==> config.mk <==
export PLATFORM = sky130hd
export DESIGN_NAME = segment_scan_mux
export DESIGN_NICKNAME = d
export VERILOG_FILES = /design/src/rtl/segment_scan_mux.sv
export SDC_FILE = /design/constraint.sdc
export NUM_CORES = 1
export LEC_CHECK = 0
export ABC_AREA = 1
export BUFFER_PORTS_ARGS = -buffer_cell sky130_fd_sc_hd__buf_2
export CAP_MARGIN = 20
export CORE_AREA = 4 4 91 93
export CTS_CLUSTER_DIAMETER = 60
export DETAILED_ROUTE_END_ITERATION = 10
export DIE_AREA = 0 0 95 97
export MAX_ROUTING_LAYER = met4
export SLEW_MARGIN = 15
export SYNTH_ARGS = -nofsm -noshare
export SYNTH_HDL_FRONTEND = slang
export SYNTH_SLANG_ARGS = --single-unit
export TNS_END_PERCENT = 20
==> constraint.sdc <==
create_clock -name clk -period 1.85 [get_ports clk]
set_input_delay 0.2775 -clock clk [delete_from_list [all_inputs] [get_ports clk]]
set_output_delay 0.2775 -clock clk [all_outputs]
set_load 0.02 [all_outputs]
==> src/rtl/segment_scan_mux.sv <==
// Time-multiplexed seven-segment digit scanner: snapshots N digit codes and scans them with a
// programmable dwell and blanking gap. Optional macro SEG_LEADING_ZERO_BLANK_EN suppresses leading zeros.
module segment_scan_mux #(
  parameter int NUM_DIGITS = 5,
  parameter int DIGIT_W    = 4,
  parameter int SEL_W      = 3,
  parameter int CLK_DIV    = 50000,
  parameter int BLANK_CYC  = 2,
  parameter int BLANK_CODE = 11
) (
  input  logic                          clk,
  input  logic                          rst_n,
  input  logic [NUM_DIGITS*DIGIT_W-1:0] digits_in,
  input  logic [NUM_DIGITS-1:0]         digit_en,
  input  logic                          load,
  output logic [DIGIT_W-1:0]            out,
  output logic [SEL_W-1:0]              sel,
  output logic [NUM_DIGITS-1:0]         an_n,
  output logic                          frame_done
);

  localparam int CNT_MAX = (CLK_DIV > BLANK_CYC) ? CLK_DIV : BLANK_CYC;
  localparam int CNT_W   = (CNT_MAX > 1) ? $clog2(CNT_MAX) : 1;
  localparam logic [CNT_W-1:0]   SHOW_LAST  = CNT_W'(CLK_DIV - 1);
  localparam logic [CNT_W-1:0]   BLANK_LAST = CNT_W'((BLANK_CYC > 0) ? (BLANK_CYC - 1) : 0);
  localparam logic [SEL_W-1:0]   SEL_LAST   = SEL_W'(NUM_DIGITS - 1);
  localparam logic [DIGIT_W-1:0] BLANK_VAL  = DIGIT_W'(BLANK_CODE);

  typedef enum logic [0:0] {
    ST_SHOW  = 1'b0,
    ST_BLANK = 1'b1
  } state_t;

  state_t                        state_q, state_d;
  logic [CNT_W-1:0]              cnt_q, cnt_d;
  logic [SEL_W-1:0]              sel_q, sel_d;
  logic                          started_q, started_d;
  logic [NUM_DIGITS*DIGIT_W-1:0] snap_dig_q, snap_dig_d;
  logic [NUM_DIGITS-1:0]         snap_en_q, snap_en_d;
  logic [DIGIT_W-1:0]            out_q, out_d;
  logic [NUM_DIGITS-1:0]         an_n_q, an_n_d;
  logic                          frame_done_q, frame_done_d;
  logic                          advance_s;
  logic [NUM_DIGITS-1:0]         en_eff_s;
  logic [DIGIT_W-1:0]            cur_dig_s;
  logic                          cur_en_s;
  logic [NUM_DIGITS-1:0]         one_hot_s;

`ifdef SEG_LEADING_ZERO_BLANK_EN
  // Digit i>0 stays lit only if it or some higher digit is non-zero.
  function automatic logic [NUM_DIGITS-1:0] lz_mask(input logic [NUM_DIGITS*DIGIT_W-1:0] dig);
    logic seen;
    seen    = 1'b0;
    lz_mask = {NUM_DIGITS{1'b0}};
    for (int i = NUM_DIGITS - 1; i >= 1; i--) begin
      seen       = seen | (dig[i*DIGIT_W +: DIGIT_W] != {DIGIT_W{1'b0}});
      lz_mask[i] = seen;
    end
    lz_mask[0] = 1'b1;
  endfunction
`endif

  always_comb begin
    snap_dig_d = snap_dig_q;
    snap_en_d  = snap_en_q;
    if (load) begin
      snap_dig_d = digits_in;
      snap_en_d  = digit_en;
    end else begin
      snap_dig_d = snap_dig_q;
      snap_en_d  = snap_en_q;
    end
  end

  // The first edge after reset only loads the outputs, so digit 0 gets its full dwell.
  always_comb begin
    state_d   = state_q;
    cnt_d     = cnt_q;
    advance_s = 1'b0;
    started_d = 1'b1;
    if (!started_q) begin
      state_d = state_q;
      cnt_d   = cnt_q;
    end else begin
      case (state_q)
        ST_SHOW: begin
          if (cnt_q == SHOW_LAST) begin
            cnt_d = {CNT_W{1'b0}};
            if (BLANK_CYC > 0) begin
              state_d = ST_BLANK;
            end else begin
              state_d   = ST_SHOW;
              advance_s = 1'b1;
            end
          end else begin
            cnt_d = cnt_q + CNT_W'(1);
          end
        end
        ST_BLANK: begin
          if (cnt_q == BLANK_LAST) begin
            cnt_d     = {CNT_W{1'b0}};
            state_d   = ST_SHOW;
            advance_s = 1'b1;
          end else begin
            cnt_d = cnt_q + CNT_W'(1);
          end
        end
        default: begin
          state_d = ST_SHOW;
          cnt_d   = {CNT_W{1'b0}};
        end
      endcase
    end
  end

  always_comb begin
    sel_d        = sel_q;
    frame_done_d = 1'b0;
    if (advance_s) begin
      if (sel_q == SEL_LAST) begin
        sel_d        = {SEL_W{1'b0}};
        frame_done_d = 1'b1;
      end else begin
        sel_d = sel_q + SEL_W'(1);
      end
    end else begin
      sel_d = sel_q;
    end
  end

`ifdef SEG_LEADING_ZERO_BLANK_EN
  assign en_eff_s = snap_en_d & lz_mask(snap_dig_d);
`else
  assign en_eff_s = snap_en_d;
`endif

  // Outputs are derived from next-state values so they line up with the registered sel.
  always_comb begin
    cur_dig_s = {DIGIT_W{1'b0}};
    cur_en_s  = 1'b0;
    for (int i = 0; i < NUM_DIGITS; i++) begin
      cur_dig_s = cur_dig_s | ({DIGIT_W{sel_d == SEL_W'(i)}} & snap_dig_d[i*DIGIT_W +: DIGIT_W]);
      cur_en_s  = cur_en_s | ((sel_d == SEL_W'(i)) & en_eff_s[i]);
    end
    one_hot_s = NUM_DIGITS'(1) << sel_d;
    if ((state_d == ST_SHOW) && cur_en_s) begin
      out_d  = cur_dig_s;
      an_n_d = ~one_hot_s;
    end else begin
      out_d  = BLANK_VAL;
      an_n_d = {NUM_DIGITS{1'b1}};
    end
  end

  always_ff @(posedge clk or negedge rst_n) begin
    if (!rst_n) begin
      state_q      <= ST_SHOW;
      cnt_q        <= {CNT_W{1'b0}};
      sel_q        <= {SEL_W{1'b0}};
      started_q    <= 1'b0;
      snap_dig_q   <= {(NUM_DIGITS*DIGIT_W){1'b0}};
      snap_en_q    <= {NUM_DIGITS{1'b0}};
      out_q        <= BLANK_VAL;
      an_n_q       <= {NUM_DIGITS{1'b1}};
      frame_done_q <= 1'b0;
    end else begin
      state_q      <= state_d;
      cnt_q        <= cnt_d;
      sel_q        <= sel_d;
      started_q    <= started_d;
      snap_dig_q   <= snap_dig_d;
      snap_en_q    <= snap_en_d;
      out_q        <= out_d;
      an_n_q       <= an_n_d;
      frame_done_q <= frame_done_d;
    end
  end

  assign out        = out_q;
  assign sel        = sel_q;
  assign an_n       = an_n_q;
  assign frame_done = frame_done_q;

endmodule

Word-level counts from Yosys, hierarchy flattened
Cells that the tools add are included.

Register bits after elaboration: 56. Bits of input ports: 28. Output and inout port bits: 13. Word-level logic and storage cells: 60.

$add $sub $neg: 2. Eq/ne operators: 7. Shift operators: 1. Mux-type cells: 18. Bitwise gates (word level): 21. Reduce and logical (&&, ||, !) cells: 2.

Operator list (count): $mux 16 (2); $pmux 16 s2 (1); $and 4x4->4 (5); $mux 20 (1); $add 16x1->16 const B (1); $eq 16x1->1 const B (1); $eq 16x16->1 const B (1); $or 4x4->4 (4); $mux 5 (2); $mux 1 (7); $eq 3x2->1 const B (2); $eq 3x3->1 const B (2); $mux 3 (2); $and 1x1->1 (5); $not 5->5 (1); $shl 1x3->5 const A (1); $mux 4 (1); $or 1x1->1 (4); $pmux 1 s2 (2); $add 3x1->3 const B (1); $eq 3x1->1 const B (1); $logic_not 3->1 (1); $not 1->1 (2); $logic_and 1x1->1 (1).

Depth between registers and ports, before layout
Word-level depth: 13. Depth in mapped cells: 17. Gate-level depth less buffers: 16.

Worst setup path after synthesis
OpenSTA, ideal clock, no wires.

Path kind: register -> register. From: register sel_q[0], in the netlist sel[0]. To: register out_q[2], in the netlist out[2]. Library setup time: 0.071 ns. Arrival time: 1.795 ns. Required time: 1.779 ns. Setup slack: -0.016 ns. Stages on the path, launching flop included: 12. Buffers on the path: 1. Clock period less this slack: 1.866 ns. Path through: dfrtp_1 -> inv_1 -> ha_1 -> or2_2 -> nand3_1 -> nand2_2 -> buf_6 -> nor3_1 -> nand2_1 -> nand2_1 -> nor2_1 -> nor2_1.

Longest elaborated chain between the ends: 11.

RTL lines: from (decl) (line 36) `logic [SEL_W-1:0] sel_q, sel_d;`; from (signal assigned) (line 159) `sel_q <= {SEL_W{1'b0}};`; from (signal assigned) (line 169) `sel_q <= sel_d;`; $add 3x1->3 / $eq 3x3->1 (equally long branches) (line 124, 120); $mux 3 (line 120) `if (sel_q == SEL_LAST) begin`; $mux 3 (*) (line 119) `if (advance_s) begin`; $eq 3x1->1 / $logic_not 3->1 (equally long branches) (line 142, 143); $and 1x1->1 (line 143) `cur_en_s = cur_en_s | ((sel_d == SEL_W'(i)) & en_eff_s[i]);`; $or 1x1->1 (4 in series) (line 143); $logic_and 1x1->1 (line 146) `if ((state_d == ST_SHOW) && cur_en_s) begin`; $mux 4 (*) (line 146); via out_d[2] (line 40) `logic [DIGIT_W-1:0] out_q, out_d;`; to (signal assigned) (line 173) `out_q <= out_d;`; to (decl) (line 40).

Mark *: on every way through the listed nets, which the timed path passes. The rest lies on a longest branch. A chain may end at the register's enable or synchronous reset.

Final worst setup path
From: register cnt_q[1]. To: register out_q[3], in the netlist out[3].

Longest elaborated chain between the ends: 13.

RTL lines: from (decl) (line 35) `logic [CNT_W-1:0] cnt_q, cnt_d;`; from (signal assigned) (line 158) `cnt_q <= {CNT_W{1'b0}};`; from (signal assigned) (line 168) `cnt_q <= cnt_d;`; $eq 16x1->1 (line 100) `if (cnt_q == BLANK_LAST) begin`; $mux 1 (line 100); $pmux 1 s2 (line 85) `case (state_q)`; $mux 1 (line 81) `if (!started_q) begin`; $mux 3 (line 119); $eq 3x1->1 / $logic_not 3->1 (equally long branches) (line 142, 143); $and 1x1->1 (line 143); $or 1x1->1 (4 in series) (line 143); $logic_and 1x1->1 (line 146); $mux 4 (*) (line 146); via out_d[3] (line 40).

Marks and branches as above.

==> reports/summary.txt <==
Seq/Total Area, Yosys - 48.21%
maximum vdd drop - 0.0002982 V
CP bufs+invs - 4
Setup-failing EPs final - 9
root buffer cell - clkbuf_8
wire per inst - 14.53 um
Util after Layout - 53.31%
Synth warnings - 0
Post-Syn Nets - 326
GRT Util Overall - 16.30%
delay-heaviest family, CP - simple AND/OR/NAND/NOR gates
post-synthesis cell type count - 37
cell area after synthesis - 2928 sq um
antenna violations before repair - 0
Worst Hold Class - in2reg
I/O pin cnt - 41
routed via count - 2467
Post-Syn Instances - 294
Worst R2R Start - cnt_q[1]
RSZ-0062 raised after global routing - true
cell at the slowest stage of the critical path - dfrtp_1
CP Data Arrival Time - 2310 ps
pre-CTS setup slack - -235.7 ps
vias per inst - 4.934
ys flop type - dfrtp_1
Yosys top cell by area - dfrtp_1
crit end category - flip-flop
worst hold start - digits_in[1]
commonest non-fill, non-tap cell in the layout - buf_4
top-area cell type share of the netlist area - 41.03%
final hold vios - 0
final setup margin - -213.2 ps
failing checks - setup timing
pin count of the biggest net entering global routing - 57
H-tree levels - 2
Die Area - 9215 sq um
most frequent cells in the layout - 51 x buf_4, 45 x dfrtp_1, 40 x buf_2, 28 x nand2_1, 28 x nand3_1
global-route wire length before repair - 11790 um
Avg Cell Area, Syn - 9.959 sq um
Core Area - 7527 sq um
Worst-Skew Late Latency - 310 ps
Final Max Tran Viols - 0
static leakage - 1.863 nW
Final period util - 111.5%
Synth-to-Final Area Change - 37.05%
met1 GRT Util - 22.90%
Routed Antenna Nets - 0
pwr dens - 740.9 nW/um^2
initial drt markers - 131
CP max stage delay - 400 ps
drt total wl - 7265 um
critical path class - reg2reg
TritonCTS Buffers - 5
status - finished with violations
DRC errors left - 0
met3 Track Usage GR - 2.177%
met2 usage - 24.57%
synth top area cells - dfrtp_1 41%, mux2_2 9.6%, dfstp_2 7.2%
clock buffer depth - 2
gr ovfl total - 0
PortBufs - 40
Clock Sinks - 56
CTS tree - built
Placer Congestion - 0.8585
asr flop ratio synth - 100.0%
Worst-path clk slew - 110 ps
Placed Cells - 478
Final Critical Period - 2063 ps
vias in the first global route - 2495
crit-path cells - inv_2 -> ha_4 -> inv_1 -> nor2_2 -> nand2_2 -> nor2_4 -> nand4_1 -> nand2_2 -> nand2_4 -> buf_6 -> buf_4 -> nand3_1 -> nand2_1 -> nor2_2 -> nand3_2
share of cells above drive strength 1 - 53.77%
Die X-Extent - 95 um
Critical Path RT - 2100 ps
max_cap viols - 0
Crit Path Max Fanout - 5
DIE HEIGHT - 97 um
Antenna Cells - 0
crit path from - cnt_q[1]
Row Count - 32
NumNets Final - 429
Yosys reg bits - 56
Peak Freq - 484.7 MHz
post-DP HPWL - 5062 um
Non-Filler Instances - 500
skew final - 4.972 ps
Startpoint Class - flip-flop
Fillers - 702
Initial Util - 38.90%
TritonRoute pass-1 iters - 4
Post-synth EDFFs - 0
Most Crowded Layer GR - met2
[cell families after synthesis]
family                     share of synthesized area [%]
xor gates and xnor gates                           2.094
DFF                                                48.21
AOI/OAI and AO/OA                                  2.864
muxes                                              9.615
buffers and inverters                              3.889
other                                             0.1281
and+or+nand+nor                                    31.50
adders and majority gates                          1.709
[final timing paths]
check                                       to  slack (ps)  cells after the start
worst min register to register   snap_dig_q[7]         510                      1
max in group asynchronous              an_n[2]        1090                      3
worst max-delay path                    out[3]        -210                     15
worst min-delay path             snap_dig_q[1]         220                      2
worst max register to register          out[3]        -210                     15
min in group asynchronous       snap_dig_q[18]         480                      3
[cell type report]
class | instances | area (sq um) | share of cell area [%]
clock inverters | 2 | 13.76 | 0.3430
well taps | 102 | 127.6 | 3.181
repair buffers | 101 | 738.2 | 18.40
multi-input cells | 212 | 1567 | 39.04
inverters | 21 | 78.83 | 1.964
clock buffers | 6 | 72.57 | 1.809
flip-flops and latches | 56 | 1415 | 35.27
[cells in the mapped netlist (all sizes together) (2+ instances only)]
cell type,instances
nor2,38
nor3,11
dfstp,8
and3,2
a31oi,2
nand2,48
nand4,9
mux2,25
nor3b,3
a21oi,6
buf,5
nand3,46
o21ai,2
dfrtp,48
inv,21
xor2,4
xnor2,3
ha,4
[timing repair]
| action | 4_1_cts | 5_1_grt |
|---|---|---|
| setup endpoints to repair | 10 | 13 |
| pin swaps | 12 | 20 |
| gates resized for setup | 16 | 29 |
| buffers inserted | 6 | 6 |
| hold endpoints to repair | 48 | 0 |
| cloned | 0 | 2 |
| hold buffers | 1 | 0 |
[state kept, by name, summed over array words and instances, names as in the netlist]
signal / count
an_n: 5
cnt_q: 16
frame_done: 1
out: 4
sel: 3
snap_dig_q: 20
snap_en_q: 5
started_q: 1
state_q: 1
[metrics by stage]
stage	hold WS (ps)	power (W)	setup TNS [ps]	instance area [sq um]
after CTS	209.1	0.002926	-1431	3822
after global routing	209.5	0.003137	-2994	4013
after floorplan	-18.09	0.001884	-18.76	2929
final	217.6	0.002973	-1730	4013
after global placement	300.3	0.002190	-1072	3620
after detailed placement	304.9	0.002205	-1980	3620
[power breakdown]
group	switching, W	internal, W
sequential	0.0000755	0.00136
clock	0.000425	0.000272
combinational	0.000439	0.000400
[metal layers]
metal  part of all wire [%]  routed length [um]  up-vias
met5                      0                   0        -
met4                    2.0                 142        0
met3                    3.2                 233       13
met1                     48                3460     1187
li1                       -                   -     1203
met2                     47                3429       64
Power figures use the tool's default switching activity.
